<file path="src/rtl/node_str_pkg.sv">
// Shared definitions for the day 11 node-string front end: char encoding,
// byte constants of the line grammar, decoder FSM states and helpers.
package node_str_pkg;

    localparam int NODE_STR_WIDTH = 15;
    localparam int CHAR_WIDTH     = 5;

    localparam logic [7:0] A_CHAR = 8'h61;
    localparam logic [7:0] COLON  = 8'h3A;
    localparam logic [7:0] SPACE  = 8'h20;
    localparam logic [7:0] LF     = 8'h0A;
    localparam logic [7:0] CR     = 8'h0D;

    typedef logic [NODE_STR_WIDTH-1:0] node_str_t;

    typedef enum logic [2:0] {
        SRC_TOKEN,
        EXPECT_SPACE,
        DST_TOKEN,
        ERROR_SKIP,
        DONE
    } dec_state_e;

    function automatic logic is_lower(input logic [7:0] b);
        return (b >= 8'h61) && (b <= 8'h7A);
    endfunction

    function automatic logic [CHAR_WIDTH-1:0] char_code(input logic [7:0] b);
        logic [7:0] d;
        d = b - A_CHAR;
        return d[CHAR_WIDTH-1:0];
    endfunction

    // Packs three ASCII chars; char 0 lands in the least significant slot.
    function automatic node_str_t node_str_from_ascii(input logic [7:0] c0,
                                                      input logic [7:0] c1,
                                                      input logic [7:0] c2);
        return {char_code(c2), char_code(c1), char_code(c0)};
    endfunction

endpackage

</file>
<file path="src/rtl/node_line_decoder.sv">
// Byte-stream parser for "abc: def ghi\n" lines. Emits a src pulse per line,
// an edge pulse per destination token, and a sticky done flag at the end.
module node_line_decoder
    import node_str_pkg::*;
#(
    parameter int COUNT_WIDTH = 16
) (
    input  logic                      clk,
    input  logic                      rst,
    input  logic [7:0]                inbound_byte,
    input  logic                      inbound_valid,
    input  logic                      end_of_input,
    output logic                      src_node_str_valid,
    output logic                      edge_str_valid,
    output logic [NODE_STR_WIDTH-1:0] src_node_str,
    output logic [NODE_STR_WIDTH-1:0] dst_node_str,
    output logic                      decoding_done_str,
    output logic                      parse_error,
    output logic [COUNT_WIDTH-1:0]    line_count,
    output logic [COUNT_WIDTH-1:0]    edge_count
);

    localparam logic [COUNT_WIDTH-1:0] CNT_ONE = COUNT_WIDTH'(1);

    dec_state_e               state_q, state_d;
    logic [1:0]               pos_q, pos_d;
    node_str_t                tok_q, tok_d;
    logic                     pend_q, pend_d;
    logic                     srcValid_q, srcValid_d;
    logic                     edgeValid_q, edgeValid_d;
    node_str_t                src_q, src_d;
    node_str_t                dst_q, dst_d;
    logic                     done_q, done_d;
    logic                     err_q, err_d;
    logic [COUNT_WIDTH-1:0]   lineCnt_q, lineCnt_d;
    logic [COUNT_WIDTH-1:0]   edgeCnt_q, edgeCnt_d;

    logic endNow;
    logic byteNow;

    function automatic node_str_t place_char(input node_str_t s,
                                             input logic [1:0] p,
                                             input logic [CHAR_WIDTH-1:0] c);
        node_str_t r;
        r = s;
        case (p)
            2'd0:    r[0*CHAR_WIDTH +: CHAR_WIDTH] = c;
            2'd1:    r[1*CHAR_WIDTH +: CHAR_WIDTH] = c;
            default: r[2*CHAR_WIDTH +: CHAR_WIDTH] = c;
        endcase
        return r;
    endfunction

    // Next-state logic: end handling takes priority, then one byte per cycle.
    // A byte arriving with end_of_input is consumed first; the end is deferred
    // through pend_q. An LF that makes a line malformed also terminates it, so
    // the following line is never swallowed by the error skip.
    always_comb begin
        state_d     = state_q;
        pos_d       = pos_q;
        tok_d       = tok_q;
        pend_d      = pend_q;
        srcValid_d  = 1'b0;
        edgeValid_d = 1'b0;
        src_d       = src_q;
        dst_d       = dst_q;
        done_d      = done_q;
        err_d       = err_q;
        lineCnt_d   = lineCnt_q;
        edgeCnt_d   = edgeCnt_q;

        endNow  = pend_q || (end_of_input && !inbound_valid);
        byteNow = inbound_valid && !pend_q;

        if (state_q == DONE) begin
            done_d = 1'b1;
            pend_d = 1'b0;
        end else if (endNow) begin
            pend_d  = 1'b0;
            state_d = DONE;
            if (state_q == DST_TOKEN && pos_q == 2'd3) begin
                edgeValid_d = 1'b1;
                dst_d       = tok_q;
                edgeCnt_d   = edgeCnt_q + CNT_ONE;
                lineCnt_d   = lineCnt_q + CNT_ONE;
            end else begin
                done_d = 1'b1;
                if (!(state_q == SRC_TOKEN && pos_q == 2'd0)) begin
                    err_d = 1'b1;
                end
            end
        end else if (byteNow) begin
            if (end_of_input) begin
                pend_d = 1'b1;
            end
            if (inbound_byte != CR) begin
                case (state_q)
                    SRC_TOKEN: begin
                        if (is_lower(inbound_byte) && pos_q != 2'd3) begin
                            tok_d = place_char(tok_q, pos_q, char_code(inbound_byte));
                            pos_d = pos_q + 2'd1;
                        end else if (inbound_byte == COLON && pos_q == 2'd3) begin
                            srcValid_d = 1'b1;
                            src_d      = tok_q;
                            pos_d      = 2'd0;
                            state_d    = EXPECT_SPACE;
                        end else if (inbound_byte == LF && pos_q == 2'd0) begin
                            state_d = SRC_TOKEN;
                        end else if (inbound_byte == LF) begin
                            err_d   = 1'b1;
                            pos_d   = 2'd0;
                            state_d = SRC_TOKEN;
                        end else begin
                            err_d   = 1'b1;
                            state_d = ERROR_SKIP;
                        end
                    end
                    EXPECT_SPACE: begin
                        pos_d = 2'd0;
                        if (inbound_byte == SPACE) begin
                            state_d = DST_TOKEN;
                        end else if (inbound_byte == LF) begin
                            err_d   = 1'b1;
                            state_d = SRC_TOKEN;
                        end else begin
                            err_d   = 1'b1;
                            state_d = ERROR_SKIP;
                        end
                    end
                    DST_TOKEN: begin
                        if (is_lower(inbound_byte) && pos_q != 2'd3) begin
                            tok_d = place_char(tok_q, pos_q, char_code(inbound_byte));
                            pos_d = pos_q + 2'd1;
                        end else if (inbound_byte == SPACE && pos_q == 2'd3) begin
                            edgeValid_d = 1'b1;
                            dst_d       = tok_q;
                            edgeCnt_d   = edgeCnt_q + CNT_ONE;
                            pos_d       = 2'd0;
                        end else if (inbound_byte == LF && pos_q == 2'd3) begin
                            edgeValid_d = 1'b1;
                            dst_d       = tok_q;
                            edgeCnt_d   = edgeCnt_q + CNT_ONE;
                            lineCnt_d   = lineCnt_q + CNT_ONE;
                            pos_d       = 2'd0;
                            state_d     = SRC_TOKEN;
                        end else if (inbound_byte == LF) begin
                            err_d   = 1'b1;
                            pos_d   = 2'd0;
                            state_d = SRC_TOKEN;
                        end else begin
                            err_d   = 1'b1;
                            state_d = ERROR_SKIP;
                        end
                    end
                    ERROR_SKIP: begin
                        err_d = 1'b1;
                        if (inbound_byte == LF) begin
                            pos_d   = 2'd0;
                            state_d = SRC_TOKEN;
                        end
                    end
                    default: begin
                        pos_d   = 2'd0;
                        state_d = SRC_TOKEN;
                    end
                endcase
            end
        end
    end

    // State and output registers with synchronous reset.
    always_ff @(posedge clk) begin
        if (rst) begin
            state_q     <= SRC_TOKEN;
            pos_q       <= 2'd0;
            tok_q       <= '0;
            pend_q      <= 1'b0;
            srcValid_q  <= 1'b0;
            edgeValid_q <= 1'b0;
            src_q       <= '0;
            dst_q       <= '0;
            done_q      <= 1'b0;
            err_q       <= 1'b0;
            lineCnt_q   <= '0;
            edgeCnt_q   <= '0;
        end else begin
            state_q     <= state_d;
            pos_q       <= pos_d;
            tok_q       <= tok_d;
            pend_q      <= pend_d;
            srcValid_q  <= srcValid_d;
            edgeValid_q <= edgeValid_d;
            src_q       <= src_d;
            dst_q       <= dst_d;
            done_q      <= done_d;
            err_q       <= err_d;
            lineCnt_q   <= lineCnt_d;
            edgeCnt_q   <= edgeCnt_d;
        end
    end

    assign src_node_str_valid = srcValid_q;
    assign edge_str_valid     = edgeValid_q;
    assign src_node_str       = src_q;
    assign dst_node_str       = dst_q;
    assign decoding_done_str  = done_q;
    assign parse_error        = err_q;
    assign line_count         = lineCnt_q;
    assign edge_count         = edgeCnt_q;

endmodule

</file>
<file path="config.mk">
export PLATFORM = sky130hd
export DESIGN_NAME = node_line_decoder
export DESIGN_NICKNAME = d
export VERILOG_FILES = /design/src/rtl/node_str_pkg.sv /design/src/rtl/node_line_decoder.sv
export SDC_FILE = /design/constraint.sdc
export NUM_CORES = 1
export LEC_CHECK = 0
export CORE_UTILIZATION = 25
export CTS_CLUSTER_SIZE = 16
export DETAILED_ROUTE_END_ITERATION = 16
export HOLD_SLACK_MARGIN = 0.06
export MAX_ROUTING_LAYER = met4
export SYNTH_ARGS = -nofsm -noshare
export SYNTH_HDL_FRONTEND = slang
export SYNTH_SLANG_ARGS = --single-unit
</file>
<file path="constraint.sdc">
create_clock -name clk -period 2.55 [get_ports clk]
set_input_delay 0.51 -clock clk [delete_from_list [all_inputs] [get_ports clk]]
set_output_delay 0.51 -clock clk [all_outputs]
set_load 0.03 [all_outputs]
</file>
Word level (Yosys, flattened, before mapping) --
Cells that the tools add are included.
Operators by class: mux-type cells 70, $lt $le $gt $ge 2, divide/modulo/power cells 0, add/sub/neg operators 4, shift-type cells 0, reductions and logical operators 38, $mul 0, bitwise gates (word level) 7, equal/unequal tests 26
Operator list (number):
- two-way mux 16 bit | 16
- two-way mux 15 bit | 8
- AND reduction 7 bit | 6
- adder 16 x 1 -> 16 bit (second input constant) | 2
- two-way mux 1 bit | 24
- two-way mux 3 bit | 8
- inequality test 3 bit (second input constant) | 8
- two-way mux 2 bit | 11
- == test 8 x 6 -> 1 bit (second input constant) | 2
- AND reduction 13 bit | 1
- inequality test 2 bit (second input constant) | 6
- case mux 3 bit (4 select lines) | 1
- logical AND 1 bit | 10
- nonzero test 2 bit | 5
- == test 8 x 4 -> 1 bit (second input constant) | 1
- greater-or-equal comparator 8 x 7 -> 1 bit (second input constant) | 1
- less-or-equal comparator 8 x 7 -> 1 bit (second input constant) | 1
- inequality test 8 x 4 -> 1 bit (second input constant) | 1
- AND reduction 8 bit | 1
- NOT 1 bit | 7
- OR reduction 7 bit | 1
- == test 3 x 2 -> 1 bit (second input constant) | 2
- case mux 2 bit (3 select lines) | 1
- OR reduction 2 bit | 3
- other kinds (18) | 20
Storage, ports and cells: output and inout bits 66, logic and storage cells 161, memory bits (read-only) 0, bits in writable memories 0, bits in latches 0, bits of input ports 12, bits in registers 87, memories kept 0

Logic depth before layout (Yosys ltp) --
depth after elaboration 9, gate-level depth with buffers 10, mapped depth without buffers 8

Least setup slack after synthesis --
No wires, ideal clock.
path type input to register, start point in inbound_byte[0], end point reg lineCnt_q[10] (netlist: line_count[10]), stages on the path 8, setup slack 0.234 ns, path buffers 0, setup time 0.128 ns, required time 2.422 ns, data arrival time 2.188 ns, path through inv_1 -> ha_1 -> and3b_1 -> a311oi_1 -> nor3_1 -> nand4_1 -> xor2_1 -> nor2_1
On the way: cells in the longest elaborated chain, start to end 5, elaborated cells between the ends (all ways) 14, those cells by class order compare: 2; eq/ne: 5; reduce/logical: 7
Ends and longest elaborated chain:
- from (decl) | line node_line_decoder.sv:10 | input logic [7:0] inbound_byte,
- greater-or-equal comparator 8 x 7 -> 1 bit / less-or-equal comparator 8 x 7 -> 1 bit (equally long branches) | line node_str_pkg.sv:25 | return (b >= 8'h61) && (b <= 8'h7A);
- logical AND 1 bit | line node_str_pkg.sv:25
- logical AND 1 bit | line node_line_decoder.sv:131 | if (is_lower(inbound_byte) && pos_q != 2'd3) begin
- inequality test 2 bit (no source line)
- AND reduction 8 bit (no source line) *
- to (signal assigned) | line node_line_decoder.sv:197 | lineCnt_q <= lineCnt_d;
- to (decl) | line node_line_decoder.sv:35 | logic [COUNT_WIDTH-1:0] lineCnt_q, lineCnt_d;
Every way passes the cells marked *; elsewhere a longest branch is shown, timed or not. A chain may end at the register's enable or synchronous reset.

Worst setup path after layout --
start point in inbound_byte[7], end point reg edgeCnt_q[14] (netlist: edge_count[14])
On the way: cells in the longest elaborated chain, start to end 8, elaborated cells between the ends (all ways) 19, those cells by class order compare: 2; eq/ne: 4; mux: 6; reduce/logical: 7
Ends and longest elaborated chain:
- parallel branches: the longest is 8 deep, another holds greater-or-equal comparator 8 x 7 -> 1 bit
- to (signal assigned) | line node_line_decoder.sv:198 | edgeCnt_q <= edgeCnt_d;
- to (decl) | line node_line_decoder.sv:36 | logic [COUNT_WIDTH-1:0] edgeCnt_q, edgeCnt_d;
Several ways; the timed one is not identified. The select of a mux whose other input is x is not followed.

==> key figures <==
Pwr
  – Comb power frac: under 10%
  – Clock Power Share: between 40% and 50%
  – Sequential share of power: 48.0%
  – Power Density: about 530 nW/um^2
  – Worst vdd ir: between 400 and 500 uV
  – Static leakage: around 2 nW
  – Pint: roughly 2.2 mW
  – Switch share: a little under a quarter
  – Sw Pwr: approximately 650 uW

Worst setup path
  – CP arrival: between 2 and 3 ns
  – Top cell by count, worst path: buf_6
  – CP peak stage delay: roughly 0.57 ns
  – Slowest-stage cell, CP: or4_4
  – Crit end category: flop
  – Crit path max fanout: 6
  – Crit Path Class: in2reg
  – Worst EP required: 2.82 ns
  – Crit-path cells: clkdlybuf4s50_1, or4_4, a211oi_4, buf_6, o2111ai_2, buf_6, or3_1, a21oi_2
  – Startpoint Class: primary input

Clocking
  – CTS tree: done
  – Worst-Skew Late Latency: about 0.34 ns
  – CTS sink cnt: between 80 and 90
  – Root buf cell: clkbuf_16
  – Max Buffers Root-to-Sink: 2
  – Number of CTS-inserted buffers: 9
  – H-tree depth: 3
  – Post-CTS Hold Buffers: 0
  – Clock transition at path regs: about 0.06 ns

Global route
  – Grt ovf: 0
  – Vias in the first global route: 3346
  – Largest net degree at the start of global routing: 34
  – Gr usage total: 13.5%
  – Initial antenna violation count: 0
  – Wire length of the first global-routing pass: roughly 16 mm

STA
  – Tmin final: around 2.5 ns
  – Setup Skew: between 0.007 and 0.008 ns
  – Hold_ws: between 0.4 and 0.5 ns
  – Fmax: between 400 and 500 MHz
  – Hold Vio Cnt, Final: 0
  – Slew Limit Headroom: between 60% and 70%
  – Slew Viols, Final: 0
  – Final setup violating endpoints: 0
  – Final Cycle Share: a little over nine tenths
  – RSZ-0062 raised after global routing: yes
  – Setup TNS: 0 ns
  – Worst slew pin tran: roughly 0.48 ns

Cells and area
  – Share of layout cells above drive strength 1: approximately 15%
  – Filler instances: about 1500
  – Layout Area Growth over Synthesis: 42.6%
  – Multi-input gate area: about 2000 sq um
  – Storage cell area: around 1700 sq um
  – Antenna Cells: 0
  – Nets: approximately 570

Drt
  – Routed length per instance: 13.8 microns
  – Vias per cell: 4.63
  – Vias: 3397
  – # DRC: 4
  – DRT antenna net count: 0
  – First-pass DRT Iterations: 10
  – Final WL: between 10 and 15 mm
  – Drt initial violations: about 110

Place
  – DP Wirelength: a little over 7 mm
  – Port-buffer cells: between 70 and 80
  – Final Wtd Congestion: between 0.7 and 0.8

Logic synthesis
  – Synthesized area per cell: just under 9 sq um
  – Synth Flop Type: dfxtp_1
  – Synth Warn #: 0
  – EDFF count, synth: 0
  – Synth unique cells: 51
  – Share of the yosys chip area belonging to registers: 45.6%
  – Mapped Cells: approximately 440
  – Synth async-reset ratio: 0%
  – Netlist Area Pre-Place: approximately 3800 sq um
  – Post-synthesis sequential element count: 87
  – Syn_nets: between 400 and 500

Floorplanning
  – Die W: roughly 130 microns
  – I/O pin count: just under 80
  – Core Region: approximately 15000 sq um
  – Die area: between 15000 and 20000 sq um
  – Die Ht: about 130 microns
  – Row cnt: 44
  – Starting Density: 26.0%

Outcome
  – Failing checks: design-rule violations
  – Status: finished with violations

Min path
  – Hold Path Class: reg2reg

Run
  – # Max-Cap Violations: 0
## cells in the final DEF (no fill, tap or decap), types with 12 or more instances in the layout
master | synthesis | routed
clkdlybuf4s50_1 | 0 | 76
dfxtp_1 | 87 | 87
mux2i_1 | 22 | 22
a21oi_1 | 35 | 34
nand3_1 | 13 | 13
xor2_1 | 16 | 16
nor2_1 | 60 | 60
o21ai_0 | 15 | 14
inv_1 | 13 | 12
nand2_1 | 50 | 50
buf_4 | 0 | 36
## worst max-delay path: cells and delay by family
| family | cells | cell delay [ns] |
|---|---|---|
| and+or+nand+nor | 2 | 0.94 |
| AOI/OAI and AO/OA | 3 | 0.55 |
| buffers and inverters | 3 | 0.75 |
## path summary, 6_finish.rpt
check	start	endpoint	slack, ns	cells past startpoint
setup / recovery	inbound_byte[7]	edge_count[14]$_SDFFE_PP0P_	0.07	8
hold / removal	src_node_str[1]$_SDFFE_PP0P_	src_node_str[1]$_SDFFE_PP0P_	0.45	2
setup reg to reg	pos_q[0]$_SDFFE_PP0P_	tok_q[12]$_SDFFE_PP0P_	0.41	7
hold reg to reg	src_node_str[1]$_SDFFE_PP0P_	src_node_str[1]$_SDFFE_PP0P_	0.45	2
## power groups by stage
stage	clock (mW)	sequential, mW	combinational, mW
global route	1.39	1.38	0.226
finish	1.29	1.38	0.207
CTS	1.35	1.38	0.200
floorplan	0	1.41	0.103
detailed placement	0	1.41	0.199
global placement	0	1.41	0.198
## stage by stage
step / utilization, % / std cells / total power, mW / area [sq um] / worst slack [ns]
final: 37.0 / 734 / 2.88 / 5440 / 0.0749
after global routing: 37.0 / 734 / 3.00 / 5440 / -0.00112
after CTS: 36.5 / 732 / 2.93 / 5360 / 0.0339
after detailed placement: 34.5 / 718 / 1.61 / 5080 / -0.321
after global placement: 34.5 / 718 / 1.61 / 5080 / -0.246
after floorplan: - / 436 / 1.52 / 3820 / 0.234
## kinds of logic (layout without fill, tap and decap cells)
kind of cell / count (synthesis) / count (layout) / share of synthesized area (%)
mux: 23 / 23 / 6.06
fa+ha+maj: 9 / 9 / 2.95
flops: 87 / 87 / 45.6
compound gates: 70 / 70 / 11.1
simple gates: 188 / 188 / 24.9
xor+xnor: 26 / 26 / 5.97
buf+inv: 33 / 147 / 3.41
## metal layers
| layer | up-vias | track usage [%] | part of all wire, % |
|---|---|---|---|
| met4 | 0 | 4.09 | 1.3 |
| met1 | 1612 | 15.8 | 47 |
| met2 | 58 | 22.7 | 49 |
| li1 | 1718 | - | - |
| met5 | - | - | 0 |
| met3 | 9 | 3.51 | 3.0 |
## final cells by class
class / count / area share (%)
Sequential cell: 87 / 32.0
Clock inverter: 4 / 0.873
Tap cell: 184 / 4.23
Timing Repair Buffer: 119 / 20.8
Multi-Input combinational cell: 316 / 36.8
Clock buffer: 10 / 4.39
Inverter: 14 / 0.965
## Yosys cell counts (4+ instances only)
cell type	n	share of area, %
nand2b_1	4	0.66
nor3_1	11	1.4
buf_2	5	0.66
o31ai_1	4	0.79
xnor2_1	10	2.3
nand3_1	13	1.7
or2_2	4	0.66
clkbuf_1	14	1.4
or3_1	8	1.3
ha_1	9	2.9
o21ai_0	15	2.0
mux2i_1	22	5.8
nand4_1	5	0.82
xor2_1	16	3.7
nand3b_1	6	1.2
nor2_1	60	5.9
and3_1	5	0.82
dfxtp_1	87	46
nand2_1	50	4.9
a21oi_1	35	4.6
inv_1	13	1.3
nor2b_1	4	0.66
## state kept, by name, indices dropped and copies added, names as in the netlist
name,flops
edge_count,16
src_node_str_valid,1
dst_node_str,15
src_node_str,15
pend_q,1
edge_str_valid,1
parse_error,1
pos_q,2
line_count,16
decoding_done_str,1
state_q,3
tok_q,15
## repair_timing
item / CTS / global route
gates resized for setup: 0 / 14
setup buffers: 0 / 1
endpoints found under the setup margin: 0 / 33
endpoints found under the hold margin: 0 / 0
No activity file was read; power rests on OpenSTA's default activity.
==> patch 1: new RTL, same flow settings <==
The 5 states of `dec_state_e` get a one-hot encoding in 5 bits.
--- a/src/rtl/node_str_pkg.sv
+++ b/src/rtl/node_str_pkg.sv
@@ -14,10 +14,10 @@
     typedef logic [NODE_STR_WIDTH-1:0] node_str_t;
 
-    typedef enum logic [2:0] {
-        SRC_TOKEN,
-        EXPECT_SPACE,
-        DST_TOKEN,
-        ERROR_SKIP,
-        DONE
+    typedef enum logic [4:0] {
+        SRC_TOKEN    = 5'b00001,
+        EXPECT_SPACE = 5'b00010,
+        DST_TOKEN    = 5'b00100,
+        ERROR_SKIP   = 5'b01000,
+        DONE         = 5'b10000
     } dec_state_e;
 
Check against the original RTL: same outputs for any inputs over 4 cycles, from zero or initial values and one cycle with rst high; so few cycles prove little.
==> patch 1 against the unedited design <==
- final area grew 11%
- clock skew up 1.5 ps
- first-iteration DRC count increased by 83%
- wire length is 20% higher
- synthesized area rose by 15%
- register-to-register slack worse by 120 ps
- sequential cell count rose by 2
- power rose by 11%
- count of clock-buffer cells in the layout is 1 lower
- worst setup slack worse by 4.0 ps
- critical path type unchanged
- final cell count rose by 14%
- synthesized cell count up 14%
- utilization fell by 1.9 points
- critical path depth decreased by 2
==> patch 1: results (changes against the unedited design) <==
outcome complete, no violations; DRT iter0 DRCs 194 (+83%); Netlist cell types 62 (+22%); placed cells 818 (+14%); largest net degree at the start of global routing 51 (+50%); syn_nets 516 (+13%); final clock skew 8.53 ps (+1.47 ps); fillcell total 1746 (+18%); critical path arrival 2700 ps (-50 ps); sequential share of the synthesized area 40.5% (-5.1 points); Worst VDD drop 0.000343 V (-24%); DR WL/cell 14.5 um (+5.2%); post-layout min period 2480 ps (+4.03 ps); final hold slack 455 ps (+0.931 ps); commonest cells in the synthesized netlist 89 x dfxtp_1, 48 x nand2_1, 47 x nor2_1; DRT Pass-1 Iters 4 (-6); Worst Path Max Fanout 13 (+7); dpl cell area 5720 um2 (+13%); nets 624 (+9.9%); leading cell types by total area after synthesis dfxtp_1 41%, mux2i_1 4.6%, nand2_1 4.1%; Total Wirelength 12100 um (+20%); share of cells above drive strength 1 15.8% (+0.31 points); FF-to-FF setup slack 290 ps (-120 ps); Slew HR 64.3% (-4.0 points); mux contribution to synthesized area 5.32% (-0.74 points); XOR/XNOR Fraction of Synth Area 4.78% (-1.2 points); post-synthesis adder-cell area fraction 2.28% (-0.67 points)
-- patch 1: power by group --
part | leakage (nW) | switching [mW] | total, mW | internal [mW]
sequential | 0.718 | 0.0245 | 1.44 | 1.41
combinational | 1.32 | 0.217 | 0.364 | 0.147
clock | 0.158 | 0.622 | 1.41 | 0.790
-- patch 1: worst max-delay path, stage by stage --
cell             delay, ps
clkdlybuf4s50_1        490
or2_2                  340
or4_4                  670
a2111oi_2              470
xnor2_1                160
nor2_1                  50
-- patch 1: final timing paths --
kind / end / startpoint / cells past startpoint
max reg2reg: tok_q[14]$_SDFFE_PP0P_ / pos_q[0]$_SDFFE_PP0P_ / 6
min: dst_node_str[3]$_SDFFE_PP0P_ / dst_node_str[3]$_SDFFE_PP0P_ / 2
max: line_count[4]$_SDFFE_PP0P_ / inbound_byte[4] / 6
min reg2reg: dst_node_str[3]$_SDFFE_PP0P_ / dst_node_str[3]$_SDFFE_PP0P_ / 2
-- patch 1: cell families after synthesis --
group | Yosys count
mux | 23
compound gates | 108
flops | 89
fa+ha+maj | 8
simple gates | 200
xor+xnor | 24
buf+inv | 44
-- patch 1: final cells by class --
class | count | area share (%)
well taps | 225 | 4.64
repair buffers | 131 | 20.1
multi-input cells | 363 | 39.9
clock inverters | 7 | 1.65
flip-flops and latches | 89 | 29.4
inverters | 10 | 0.619
clock buffers | 9 | 3.71
-- patch 1: timing repair --
item | CTS | global route
setup endpoints to repair | 0 | 19
resized for setup | 0 | 6
endpoints found under the hold margin | 0 | 0
-- patch 1: routing by layer --
metal  wire length [um]  GRT usage (%)
met5                  0              -
met1               5840           19.1
met4                186           5.68
met2               5520           21.7
met3                515           2.33
-- patch 1: stage by stage --
stage | setup TNS [ps] | utilization, %
global route | -39.1 | 35.2
CTS | 0 | 35.1
floorplan | 0 | -
global placement | -10480 | 33.2
finish | 0 | 35.2
detailed placement | -12640 | 33.2
==> patch 2: new RTL, config.mk and constraints unchanged <==
Made on the original files. Change the parameter `COUNT_WIDTH` from 16 to 20.
--- a/src/rtl/node_line_decoder.sv
+++ b/src/rtl/node_line_decoder.sv
@@ -4,5 +4,5 @@
     import node_str_pkg::*;
 #(
-    parameter int COUNT_WIDTH = 16
+    parameter int COUNT_WIDTH = 20
 ) (
     input  logic                      clk,
Ports: changed (resized edge_count and line_count); port bits go from 78 to 86. No check against the original RTL was run, so the function may have changed too.
==> patch 2 against the unedited design <==
- worst setup slack got worse by 4.5 ps
- wire length rose by 20%
- fmax is 0.18% lower
- register-to-register slack worse by 20 ps
- critical path depth is 1 lower
- clock skew grew 1.1 ps
- final area increased by 13%
- clock power increased by 5%
- synthesized cell count rose by 14%
- utilization about the same
- power increased by 7.2%
- synthesized area is 12% higher
- sequential cell count up 8
- critical endpoint unchanged
==> patch 2: results (changes against the unedited design) <==
outcome complete, no violations; synth warn 0 (unchanged); ant diodes 0 (unchanged); Slew HR 70.1% (+1.8 points); insertion delay to the later sink of the worst-skew pair 350 ps; Total Wirelength 12100 um (+20%); DRT Pass-1 Iters 4 (-6); largest net degree at the start of global routing 97 (+190%); Clock Tree Buf Depth 2 (unchanged); initial antenna violation count 0 (unchanged); Netlist cell types 49 (-3.9%); Worst VDD drop 0.000323 V (-28%); ys flop type dfxtp_1; Vias/cell 4.65 (+0.48%); sequential share of the synthesized area 44.6% (-1.0 points); CTS Root Buffer Type clkbuf_16; vias in the first global route 3878 (+16%); H-tree levels 3 (unchanged); pre-CTS WS -557 ps (-236 ps); CTS Buf Count 9 (unchanged); DRT iter0 DRCs 143 (+35%); worst hold path class flop to flop; Leak 2.13 nW (+3.4%); first-pass GRT wire length 19700 um (+19%); Worst-path clk slew 70 ps; nets 645 (+14%); GRT Overall Usage 14.5% (+0.92 points); async set-or-reset flop fraction in the synthesized netlist 0% (unchanged); hpwl dp 8790 um (+21%); leading cell types by total area after synthesis dfxtp_1 45%, nor2_1 5.6%, mux2i_1 5.4%; EDFF count, synth 0 (unchanged); fillcell total 1700 (+15%); share of cells above drive strength 1 15.6% (+0.13 points); gpl congestion 0.852 (+8.0%); final clock skew 8.12 ps (+1.06 ps); syn_nets 518 (+13%); port bufs 85 (+10%); critical path arrival 2760 ps (about the same); commonest cells in the synthesized netlist 95 x dfxtp_1, 64 x nor2_1, 50 x nand2_1; Worst Path Max Fanout 4 (-2)
## patch 2: layer usage
layer  global-route usage, %  vias to the layer above  part of all wire [%]
met3                    3.64                        5                   3.6
met4                    3.96                        0                  0.69
met1                    17.8                     1870                    48
met2                    23.4                       76                    47
li1                        -                     1997                     -
met5                       -                        -                     0
## patch 2: worst paths after layout
path | startpoint | endpoint | slack (ps) | depth (start not counted)
setup reg to reg | edge_count[3]$_SDFFE_PP0P_ | edge_count[14]$_SDFFE_PP0P_ | 390 | 6
hold reg to reg | decoding_done_str$_SDFFE_PP0P_ | decoding_done_str$_SDFFE_PP0P_ | 450 | 2
hold / removal | decoding_done_str$_SDFFE_PP0P_ | decoding_done_str$_SDFFE_PP0P_ | 450 | 2
setup / recovery | inbound_byte[7] | edge_count[14]$_SDFFE_PP0P_ | 70 | 7
## patch 2: final cells by class
class	count	share of cell area, %
multi-input combinational	365	37.9
sequential	95	30.8
timing repair buffer	141	21.2
tap	220	4.46
clock buffer	9	3.65
clock inverter	7	1.16
inverter	12	0.731
## patch 2: kinds of logic after synthesis
logic type / Yosys count / synth area share (%)
AO/OA/AOI/OAI: 90 / 13.2
XOR/XNOR: 27 / 5.54
adder cells (fa/ha/maj): 9 / 2.64
buffers and inverters: 37 / 3.46
flip-flops: 95 / 44.6
multiplexers: 23 / 5.40
AND/OR/NAND/NOR: 216 / 25.1
## patch 2: repair_timing
item / CTS / global route
setup endpoints to repair: 40 / 29
gates resized for setup: 9 / 22
setup buffers: 2 / 1
pin swaps: 2 / 8
## patch 2: power breakdown
part,switching (mW),leakage (nW),internal [mW]
clock network,0.659,0.140,0.696
logic,0.129,1.22,0.100
registers,0.0116,0.766,1.49
## patch 2: critical path: stages
cell             delay [ps]
clkdlybuf4s50_1         450
or4_4                   460
nor2_4                  140
o21ai_4                  90
a2111o_1                440
or4b_1                  530
a21oi_1                 130
## patch 2: through the flow
| step | TNS, ps | instance area, um2 | total power [mW] | hold WS, ps | cells |
|---|---|---|---|---|---|
| final | 0 | 6170 | 3.09 | 445 | 849 |
| after detailed placement | -30600 | 5710 | 1.76 | 439 | 830 |
| after CTS | 0 | 6050 | 3.13 | 448 | 848 |
| after floorplan | 0 | 4270 | 1.65 | 444 | 497 |
| after global placement | -26840 | 5710 | 1.76 | 438 | 830 |
| after global routing | -4.99 | 6170 | 3.22 | 462 | 849 |
